[src/rtl/acc_dispatch_if.sv]
//------------------------------------------------------------------------------
// acc_dispatch_if : requester and accelerator bus bundle for acc_dispatch
// Revision: 1.0
//------------------------------------------------------------------------------
`default_nettype none

interface acc_dispatch_if #(
    parameter int DataWidth = 32,
    parameter int IdWidth   = 5,
    parameter int NumAcc    = 4,
    parameter int AddrWidth = 4
) ();
    logic [AddrWidth-1:0]                q_addr;
    logic [31:0]                         q_data_op;
    logic [DataWidth-1:0]                q_data_arga;
    logic [DataWidth-1:0]                q_data_argb;
    logic [DataWidth-1:0]                q_data_argc;
    logic [IdWidth-1:0]                  q_id;
    logic                                q_writeback;
    logic                                q_valid;
    logic                                q_ready;

    logic [DataWidth-1:0]                p_data0;
    logic [DataWidth-1:0]                p_data1;
    logic                                p_dual_writeback;
    logic [IdWidth-1:0]                  p_id;
    logic                                p_error;
    logic                                p_valid;
    logic                                p_ready;

    logic [31:0]                         acc_q_op;
    logic [DataWidth-1:0]                acc_q_arga;
    logic [DataWidth-1:0]                acc_q_argb;
    logic [DataWidth-1:0]                acc_q_argc;
    logic [IdWidth-1:0]                  acc_q_id;
    logic [NumAcc-1:0]                   acc_q_valid;
    logic [NumAcc-1:0]                   acc_q_ready;

    logic [NumAcc-1:0][DataWidth-1:0]    acc_p_data0;
    logic [NumAcc-1:0][DataWidth-1:0]    acc_p_data1;
    logic [NumAcc-1:0]                   acc_p_dual_writeback;
    logic [NumAcc-1:0]                   acc_p_error;
    logic [NumAcc-1:0][IdWidth-1:0]      acc_p_id;
    logic [NumAcc-1:0]                   acc_p_valid;
    logic [NumAcc-1:0]                   acc_p_ready;

    // Dispatcher view
    modport slave (
        input  q_addr, q_data_op, q_data_arga, q_data_argb, q_data_argc,
               q_id, q_writeback, q_valid,
        output q_ready,
        output p_data0, p_data1, p_dual_writeback, p_id, p_error, p_valid,
        input  p_ready,
        output acc_q_op, acc_q_arga, acc_q_argb, acc_q_argc, acc_q_id, acc_q_valid,
        input  acc_q_ready,
        input  acc_p_data0, acc_p_data1, acc_p_dual_writeback, acc_p_error,
               acc_p_id, acc_p_valid,
        output acc_p_ready
    );

    // Requester plus accelerator-array view
    modport master (
        output q_addr, q_data_op, q_data_arga, q_data_argb, q_data_argc,
               q_id, q_writeback, q_valid,
        input  q_ready,
        input  p_data0, p_data1, p_dual_writeback, p_id, p_error, p_valid,
        output p_ready,
        input  acc_q_op, acc_q_arga, acc_q_argb, acc_q_argc, acc_q_id, acc_q_valid,
        output acc_q_ready,
        output acc_p_data0, acc_p_data1, acc_p_dual_writeback, acc_p_error,
               acc_p_id, acc_p_valid,
        input  acc_p_ready
    );
endinterface

`default_nettype wire

[src/rtl/acc_dispatch.sv]
//------------------------------------------------------------------------------
// acc_dispatch : address-decoded request fan-out with credit limits and a
//                registered round-robin response merger.
// Revision: 1.0
//------------------------------------------------------------------------------
`default_nettype none

module acc_dispatch #(
    parameter int DataWidth      = 32,
    parameter int IdWidth        = 5,
    parameter int NumAcc         = 4,
    parameter int AddrWidth      = 4,
    parameter int MaxOutstanding = 4
) (
    input  logic          clk_i,
    input  logic          rst_ni,
    acc_dispatch_if.slave bus,
    output logic          busy_o
);
    localparam int NUM_REQ = NumAcc + 1;
    localparam int PTR_W   = $clog2(NUM_REQ);
    localparam int CNT_W   = $clog2(MaxOutstanding + 1);
    localparam logic [CNT_W-1:0] MAX_CNT = CNT_W'(MaxOutstanding);
    localparam logic [PTR_W-1:0] ERR_IDX = PTR_W'(NumAcc);

    logic [NumAcc-1:0][CNT_W-1:0] cnt_q, cnt_d;
    logic [PTR_W-1:0]             ptr_q, ptr_d;
    logic                         err_full_q;
    logic [IdWidth-1:0]           err_id_q;
    logic                         p_valid_q;
    logic [DataWidth-1:0]         p_data0_q, p_data1_q;
    logic                         p_dual_q, p_error_q;
    logic [IdWidth-1:0]           p_id_q;

    logic [31:0]          addr_ext;
    logic                 addr_ok;
    logic [NumAcc-1:0]    credit_ok, q_valid_vec, inc, gnt_oh;
    logic                 port_rdy, err_fire, err_gnt, load, fire, gnt_valid, any_cnt;
    logic [NUM_REQ-1:0]   req;
    logic [PTR_W-1:0]     gnt_idx;
    int                   idx;
    logic [DataWidth-1:0] sel_data0, sel_data1;
    logic                 sel_dual, sel_error;
    logic [IdWidth-1:0]   sel_id;

    assign bus.acc_q_op   = bus.q_data_op;
    assign bus.acc_q_arga = bus.q_data_arga;
    assign bus.acc_q_argb = bus.q_data_argb;
    assign bus.acc_q_argc = bus.q_data_argc;
    assign bus.acc_q_id   = bus.q_id;

    // Request path is purely combinational; held off while reset is asserted.
    always_comb begin
        addr_ext    = 32'(bus.q_addr);
        addr_ok     = addr_ext < 32'(NumAcc);
        port_rdy    = 1'b0;
        credit_ok   = '0;
        q_valid_vec = '0;
        inc         = '0;
        for (int i = 0; i < NumAcc; i++) begin
            credit_ok[i] = !bus.q_writeback || (cnt_q[i] < MAX_CNT);
            if (addr_ok && bus.q_addr == AddrWidth'(i)) begin
                q_valid_vec[i] = rst_ni && bus.q_valid && credit_ok[i];
                port_rdy       = bus.acc_q_ready[i] && credit_ok[i];
            end
            inc[i] = q_valid_vec[i] && bus.acc_q_ready[i] && bus.q_writeback;
        end
        bus.q_ready = rst_ni && (addr_ok ? port_rdy : !err_full_q);
        err_fire    = rst_ni && bus.q_valid && !addr_ok && !err_full_q;
    end

    assign bus.acc_q_valid = q_valid_vec;

    always_comb begin
        req       = {err_full_q, bus.acc_p_valid};
        gnt_valid = 1'b0;
        gnt_idx   = '0;
        idx       = 0;
        for (int k = 0; k < NUM_REQ; k++) begin
            idx = int'(ptr_q) + k;
            if (idx >= NUM_REQ) idx = idx - NUM_REQ;
            if (!gnt_valid && req[idx]) begin
                gnt_valid = 1'b1;
                gnt_idx   = PTR_W'(idx);
            end
        end
        load    = rst_ni && (!p_valid_q || bus.p_ready);
        fire    = gnt_valid && load;
        err_gnt = fire && (gnt_idx == ERR_IDX);
        if (fire) ptr_d = err_gnt ? '0 : gnt_idx + PTR_W'(1);
        else      ptr_d = ptr_q;
    end

    // Payload of the granted requestor; the error slot contributes only its ID.
    always_comb begin
        gnt_oh    = '0;
        sel_data0 = '0;
        sel_data1 = '0;
        sel_dual  = 1'b0;
        sel_error = 1'b0;
        sel_id    = '0;
        any_cnt   = 1'b0;
        for (int i = 0; i < NumAcc; i++) begin
            gnt_oh[i] = fire && (gnt_idx == PTR_W'(i));
            if (gnt_idx == PTR_W'(i)) begin
                sel_data0 = bus.acc_p_data0[i];
                sel_data1 = bus.acc_p_data1[i];
                sel_dual  = bus.acc_p_dual_writeback[i];
                sel_error = bus.acc_p_error[i];
                sel_id    = bus.acc_p_id[i];
            end
            cnt_d[i] = cnt_q[i];
            if (inc[i] && !gnt_oh[i])
                cnt_d[i] = cnt_q[i] + CNT_W'(1);
            else if (!inc[i] && gnt_oh[i] && cnt_q[i] != '0)
                cnt_d[i] = cnt_q[i] - CNT_W'(1);
            any_cnt = any_cnt || (cnt_q[i] != '0);
        end
        if (gnt_idx == ERR_IDX) begin
            sel_error = 1'b1;
            sel_id    = err_id_q;
        end
    end

    assign bus.acc_p_ready = gnt_oh;

    always_ff @(posedge clk_i or negedge rst_ni) begin
        if (!rst_ni) begin
            cnt_q      <= '0;
            ptr_q      <= '0;
            err_full_q <= 1'b0;
            err_id_q   <= '0;
            p_valid_q  <= 1'b0;
            p_data0_q  <= '0;
            p_data1_q  <= '0;
            p_dual_q   <= 1'b0;
            p_error_q  <= 1'b0;
            p_id_q     <= '0;
        end else begin
            cnt_q <= cnt_d;
            ptr_q <= ptr_d;
            if (err_fire) begin
                err_full_q <= 1'b1;
                err_id_q   <= bus.q_id;
            end else if (err_gnt) begin
                err_full_q <= 1'b0;
            end
            if (fire) begin
                p_valid_q <= 1'b1;
                p_data0_q <= sel_data0;
                p_data1_q <= sel_data1;
                p_dual_q  <= sel_dual;
                p_error_q <= sel_error;
                p_id_q    <= sel_id;
            end else if (bus.p_ready) begin
                p_valid_q <= 1'b0;
            end
        end
    end

    assign bus.p_valid          = p_valid_q;
    assign bus.p_data0          = p_data0_q;
    assign bus.p_data1          = p_data1_q;
    assign bus.p_dual_writeback = p_dual_q;
    assign bus.p_error          = p_error_q;
    assign bus.p_id             = p_id_q;
    assign busy_o               = any_cnt || err_full_q || p_valid_q;
endmodule

`default_nettype wire

[src/flat_wrapper.sv]
// flat-port wrapper written by rule: the top's interface ports become plain ports
module acc_dispatch_flat 
#(
    parameter int DataWidth      = 32,
    parameter int IdWidth        = 5,
    parameter int NumAcc         = 4,
    parameter int AddrWidth      = 4,
    parameter int MaxOutstanding = 4
)
  (clk_i, rst_ni, busy_o, bus_q_addr, bus_q_data_op, bus_q_data_arga, bus_q_data_argb, bus_q_data_argc, bus_q_id, bus_q_writeback, bus_q_valid, bus_q_ready, bus_p_data0, bus_p_data1, bus_p_dual_writeback, bus_p_id, bus_p_error, bus_p_valid, bus_p_ready, bus_acc_q_op, bus_acc_q_arga, bus_acc_q_argb, bus_acc_q_argc, bus_acc_q_id, bus_acc_q_valid, bus_acc_q_ready, bus_acc_p_data0, bus_acc_p_data1, bus_acc_p_dual_writeback, bus_acc_p_error, bus_acc_p_id, bus_acc_p_valid, bus_acc_p_ready);
  acc_dispatch_if #(.DataWidth(DataWidth), .IdWidth(IdWidth), .NumAcc(NumAcc), .AddrWidth(AddrWidth)) bus_i ();
  input  logic clk_i;
  input  logic rst_ni;
  output logic busy_o;
  input wire logic [$bits(bus_i.q_addr)-1:0] bus_q_addr;
  input wire logic [$bits(bus_i.q_data_op)-1:0] bus_q_data_op;
  input wire logic [$bits(bus_i.q_data_arga)-1:0] bus_q_data_arga;
  input wire logic [$bits(bus_i.q_data_argb)-1:0] bus_q_data_argb;
  input wire logic [$bits(bus_i.q_data_argc)-1:0] bus_q_data_argc;
  input wire logic [$bits(bus_i.q_id)-1:0] bus_q_id;
  input wire logic [$bits(bus_i.q_writeback)-1:0] bus_q_writeback;
  input wire logic [$bits(bus_i.q_valid)-1:0] bus_q_valid;
  output wire logic [$bits(bus_i.q_ready)-1:0] bus_q_ready;
  output wire logic [$bits(bus_i.p_data0)-1:0] bus_p_data0;
  output wire logic [$bits(bus_i.p_data1)-1:0] bus_p_data1;
  output wire logic [$bits(bus_i.p_dual_writeback)-1:0] bus_p_dual_writeback;
  output wire logic [$bits(bus_i.p_id)-1:0] bus_p_id;
  output wire logic [$bits(bus_i.p_error)-1:0] bus_p_error;
  output wire logic [$bits(bus_i.p_valid)-1:0] bus_p_valid;
  input wire logic [$bits(bus_i.p_ready)-1:0] bus_p_ready;
  output wire logic [$bits(bus_i.acc_q_op)-1:0] bus_acc_q_op;
  output wire logic [$bits(bus_i.acc_q_arga)-1:0] bus_acc_q_arga;
  output wire logic [$bits(bus_i.acc_q_argb)-1:0] bus_acc_q_argb;
  output wire logic [$bits(bus_i.acc_q_argc)-1:0] bus_acc_q_argc;
  output wire logic [$bits(bus_i.acc_q_id)-1:0] bus_acc_q_id;
  output wire logic [$bits(bus_i.acc_q_valid)-1:0] bus_acc_q_valid;
  input wire logic [$bits(bus_i.acc_q_ready)-1:0] bus_acc_q_ready;
  input wire logic [$bits(bus_i.acc_p_data0)-1:0] bus_acc_p_data0;
  input wire logic [$bits(bus_i.acc_p_data1)-1:0] bus_acc_p_data1;
  input wire logic [$bits(bus_i.acc_p_dual_writeback)-1:0] bus_acc_p_dual_writeback;
  input wire logic [$bits(bus_i.acc_p_error)-1:0] bus_acc_p_error;
  input wire logic [$bits(bus_i.acc_p_id)-1:0] bus_acc_p_id;
  input wire logic [$bits(bus_i.acc_p_valid)-1:0] bus_acc_p_valid;
  output wire logic [$bits(bus_i.acc_p_ready)-1:0] bus_acc_p_ready;
  assign bus_i.q_addr = bus_q_addr;
  assign bus_i.q_data_op = bus_q_data_op;
  assign bus_i.q_data_arga = bus_q_data_arga;
  assign bus_i.q_data_argb = bus_q_data_argb;
  assign bus_i.q_data_argc = bus_q_data_argc;
  assign bus_i.q_id = bus_q_id;
  assign bus_i.q_writeback = bus_q_writeback;
  assign bus_i.q_valid = bus_q_valid;
  assign bus_q_ready = bus_i.q_ready;
  assign bus_p_data0 = bus_i.p_data0;
  assign bus_p_data1 = bus_i.p_data1;
  assign bus_p_dual_writeback = bus_i.p_dual_writeback;
  assign bus_p_id = bus_i.p_id;
  assign bus_p_error = bus_i.p_error;
  assign bus_p_valid = bus_i.p_valid;
  assign bus_i.p_ready = bus_p_ready;
  assign bus_acc_q_op = bus_i.acc_q_op;
  assign bus_acc_q_arga = bus_i.acc_q_arga;
  assign bus_acc_q_argb = bus_i.acc_q_argb;
  assign bus_acc_q_argc = bus_i.acc_q_argc;
  assign bus_acc_q_id = bus_i.acc_q_id;
  assign bus_acc_q_valid = bus_i.acc_q_valid;
  assign bus_i.acc_q_ready = bus_acc_q_ready;
  assign bus_i.acc_p_data0 = bus_acc_p_data0;
  assign bus_i.acc_p_data1 = bus_acc_p_data1;
  assign bus_i.acc_p_dual_writeback = bus_acc_p_dual_writeback;
  assign bus_i.acc_p_error = bus_acc_p_error;
  assign bus_i.acc_p_id = bus_acc_p_id;
  assign bus_i.acc_p_valid = bus_acc_p_valid;
  assign bus_acc_p_ready = bus_i.acc_p_ready;
  acc_dispatch #(.DataWidth(DataWidth), .IdWidth(IdWidth), .NumAcc(NumAcc), .AddrWidth(AddrWidth), .MaxOutstanding(MaxOutstanding)) u_core (.clk_i(clk_i), .rst_ni(rst_ni), .bus(bus_i), .busy_o(busy_o));
endmodule
[config.mk]
export PLATFORM = sky130hd
export DESIGN_NAME = acc_dispatch_flat
export DESIGN_NICKNAME = d
export VERILOG_FILES = /design/src/rtl/acc_dispatch_if.sv /design/src/rtl/acc_dispatch.sv /design/src/flat_wrapper.sv
export SDC_FILE = /design/constraint.sdc
export NUM_CORES = 1
export LEC_CHECK = 0
export ABC_CLOCK_PERIOD_IN_PS = 5110
export CELL_PAD_IN_SITES_DETAIL_PLACEMENT = 0
export CELL_PAD_IN_SITES_GLOBAL_PLACEMENT = 1
export CORE_AREA = 2 2 255 257
export DETAILED_ROUTE_END_ITERATION = 6
export DIE_AREA = 0 0 257 259
export PLACE_DENSITY = 0.6
export SLEW_MARGIN = 20
export SYNTH_ARGS = -nofsm -noshare
export SYNTH_HDL_FRONTEND = slang
export SYNTH_SLANG_ARGS = --single-unit
[constraint.sdc]
create_clock -name clk_i -period 5.11 [get_ports clk_i]
set_clock_uncertainty 0.15 [all_clocks]
set_input_delay 0.511 -clock clk_i [delete_from_list [all_inputs] [get_ports clk_i]]
set_output_delay 0.511 -clock clk_i [all_outputs]
set_load 0.1 [all_outputs]
==> results of run 1 <==
## path summary, 6_finish.rpt
| path | start | endpoint | slack [ns] | depth (start not counted) |
|---|---|---|---|---|
| worst max-delay path | u_core.ptr_q[0]$_DFFE_PN0P_ | bus_acc_p_ready[3] | 0.21 | 18 |
| worst min-delay path | u_core.err_id_q[0]$_DFFE_PN0P_ | u_core.err_id_q[0]$_DFFE_PN0P_ | 0.37 | 1 |
| worst max register to register | u_core.ptr_q[0]$_DFFE_PN0P_ | u_core.cnt_q[5]$_DFFE_PN0P_ | 0.22 | 23 |
| worst min register to register | u_core.err_id_q[0]$_DFFE_PN0P_ | u_core.err_id_q[0]$_DFFE_PN0P_ | 0.37 | 1 |
| max in group asynchronous | rst_ni | u_core.bus.p_data1[8]$_DFFE_PN0P_ | 2.75 | 4 |
| min in group asynchronous | rst_ni | u_core.bus.p_valid$_DFFE_PN0P_ | 0.39 | 2 |
## final cells by class
type / instances / area [sq um] / share of cell area, %
Clock inverter: 7 / 80.1 / 0.641
Clock buffer: 9 / 225 / 1.80
Multi-Input combinational cell: 579 / 4200 / 33.6
Tap cell: 855 / 1070 / 8.56
Inverter: 25 / 106 / 0.851
Antenna cell: 4 / 10.0 / 0.0801
Timing Repair Buffer: 449 / 4470 / 35.8
Sequential cell: 93 / 2330 / 18.7
## layout by cell type, fill, tap and decap left out, types with 5 or more instances in the layout
cell type and instances:
dfrtp_1 90, a221oi_1 5, a21oi_1 19, inv_1 18, a21o_1 6, buf_12 10
nor3_1 5, nand2_1 101, o211ai_1 9, mux2i_1 12, o22ai_1 8, o21ai_0 24
nand3_1 11, nor2_1 36, clkbuf_16 9, clkdlybuf4s50_1 387, buf_4 49, ha_1 10
mux2_2 8, inv_6 5, a22oi_2 10, and3_1 8, nand2b_1 7, a22oi_1 128
nor2b_1 5, o221ai_1 64
## what timing repair did
action,in CTS,in global routing
resized for setup,5,16
endpoints found under the setup margin,1,72
hold buffers,1,0
pin swaps,1,6
endpoints found under the hold margin,1,0
setup buffers,1,5
## routing by layer
metal	routed length (um)	global-route usage, %	vias to the layer above
met5	0	0	-
met2	17700	17.6	366
met1	16800	14.2	3965
met4	1220	4.39	0
met3	2900	3.68	73
li1	-	-	3776
## cells in the mapped netlist (3+ instances only)
| library cell | n |
|---|---|
| and2_1 | 3 |
| dfrtp_1 | 93 |
| or2_2 | 3 |
| o221ai_1 | 65 |
| a22oi_1 | 128 |
| a211oi_1 | 4 |
| nand3_1 | 12 |
| xnor2_1 | 4 |
| a221oi_1 | 5 |
| nand2b_1 | 7 |
| buf_4 | 137 |
| o22ai_1 | 8 |
| clkbuf_1 | 27 |
| nor2b_1 | 5 |
| nand2_1 | 102 |
| ha_1 | 14 |
| inv_1 | 20 |
| mux2i_1 | 12 |
| o21ai_1 | 3 |
| fa_1 | 5 |
| buf_6 | 10 |
| a21oi_4 | 3 |
| inv_2 | 4 |
| nor4_1 | 4 |
| nor2_1 | 36 |
| a21o_1 | 6 |
| a21oi_1 | 19 |
| o21ai_0 | 25 |
| and3b_1 | 3 |
| mux2_2 | 8 |
| buf_2 | 24 |
| a22oi_2 | 10 |
| nor3_1 | 6 |
| o211ai_1 | 9 |
| and3_1 | 8 |
| a31oi_1 | 4 |
| or4_1 | 3 |
## flip-flops by register name (all words and copies together), names as in the netlist
register / count
u_core.bus.p_valid: 1
u_core.ptr_q: 3
u_core.err_id_q: 5
u_core.cnt_q: 12
u_core.bus.p_data1: 32
u_core.bus.p_data0: 32
u_core.bus.p_error: 1
u_core.err_full_q: 1
u_core.bus.p_dual_writeback: 1
u_core.bus.p_id: 5
## metrics by stage
step	instances	utilization [%]
2_1_floorplan	895	-
3_3_place_gp	1994	18.9
3_5_place_dp	1994	18.9
4_1_cts	2012	19.4
5_1_grt	2017	19.5
6_report	2021	19.6
## kinds of logic (layout without fill, tap and decap cells)
kind of cell	count (synthesis)	count (layout)	synth area share, %
AO/OA/AOI/OAI	323	323	32.4
XOR/XNOR	6	6	0.759
adder cells (fa/ha/maj)	19	19	3.48
buffers and inverters	223	490	18.4
flip-flops	93	93	29.4
multiplexers	21	21	2.94
other	0	4	0
AND/OR/NAND/NOR	210	210	12.6
==> results.md, run 1 <==
- Mapped cell area: 7910 sq um
- Worst path most repeated cell: ha_2
- Port Buffers: 392
- Crit path capture type: primary output
- Setup violators final: 0
- Setup TNS: 0 ns
- ANT nets after route: 0
- Largest stage delay, worst path: 0.51 ns
- Max-Cap Viols: 0
- Worst-path maximum fanout: 7
- First-pass GRT wire length: 55500 um
- Cell area after layout: 12500 sq um
- Num ports: 649
- Slew HR: 25.3%
- CTS tree: yes
- Full die area: 66600 sq um
- Critical path's top delay family: simple AND/OR/NAND/NOR gates
- Fillers: 6987
- Pre-CTS setup slack: 0.0357 ns
- WP data arrival: 4.24 ns
- CP Data Required Time: 4.45 ns
- Yosys warning total: 0
- DPL Wire Length: 29800 um
- Slowest-stage cell, CP: or4_1
- Final GP Congestion: 0.792
- Overflow after GRT: 0
- Slew @ Worst Pin: 1.12 ns
- CTS H-tree depth: 3
- Core Box Area: 63900 sq um
- CP bufs+invs: 6
- Yosys cell types: 80
- Asr flop ratio synth: 100%
- Status: finished, final reports clean
- Period utilization: 95.9%
- Rows: 93
- Sequential area share after synthesis: 29.4%
- Detailed-router iteration count before antenna repair: 6
- Layout cells sized above 1: 12.2%
- Die width: 257 um
- Gr usage total: 11.2%
- Fin. max-slew vios: 0
- Hold WC Path Type: reg2reg
- Crit path cell chain: inv_4 > ha_2 > inv_1 > fa_1 > or4_1 > and3_1 > a21o_1 > a2111oi_4 > a21oi_1 > o31ai_1 > and2_1 > buf_4 > ha_1 > ha_2 > buf_6 > nand2_2 > inv_2 > buf_12
- Clock sinks: 93
- RSZ-0062 raised after global routing: yes
- Setup CP Type: reg2out
- Residual DRC: 0
- Synth top area cells: dfrtp_1 (29%), buf_4 (13%), a22oi_1 (12%)
- Initial Util: 12.4%
- Final #Nets: 1610
- Vias per Instance: 4.05
- Syn avg cell area: 8.84 sq um
- Area post-placement: 12100 sq um
- Synth Instances: 895
- Via Count: 8180
- CTS root buf: clkbuf_16
- Vias in the first global route: 8359
- Syn Nets: 1348
- #FFs+latches synth: 93
- Initial DRC count: 496
- Initial antenna violation count: 10
- Period minus WS final: 4.90 ns
- CTS buffer count: 9
- Worst setup SP type: flop
- Yosys top cell area share: 29.4%
- CTS Buffer Depth: 2
- Largest net degree at the start of global routing: 67
- Routed Wire Length: 38600 um
- Yosys top cell by area: dfrtp_1
- Clock Pin Slew Worst Setup and Hold Paths: 0.08 ns
- Post-synth EDFFs: 0
- Highest clock rate: 0.204 GHz
- Clock Latency Late Sink: 0.39 ns
- Area growth syn-to-layout: 57.9%
- Routed WL per cell: 19.1 um
- Die H: 259 um
- Final hold violation count: 0
- Worst hold slack: 0.373 ns
- Main flop type after synthesis: dfrtp_1
- Fin worst setup slack: 0.207 ns
Power of run 1 is not shown: default switching activity piles up to over one toggle a cycle in this logic, so the estimate is an artifact.
==> run 2: changes to the inputs <==
--- a/config.mk
+++ b/config.mk
@@ -9,6 +9,7 @@
 export CELL_PAD_IN_SITES_DETAIL_PLACEMENT = 0
 export CELL_PAD_IN_SITES_GLOBAL_PLACEMENT = 1
 export CORE_AREA = 2 2 255 257
+export CTS_CLUSTER_DIAMETER = 60
 export DETAILED_ROUTE_END_ITERATION = 6
 export DIE_AREA = 0 0 257 259
 export PLACE_DENSITY = 0.6
==> results of run 2 <==
No change in the layout: final DEF, timing and power equal those of run 1.
Power of run 2 is left out for the same reason.
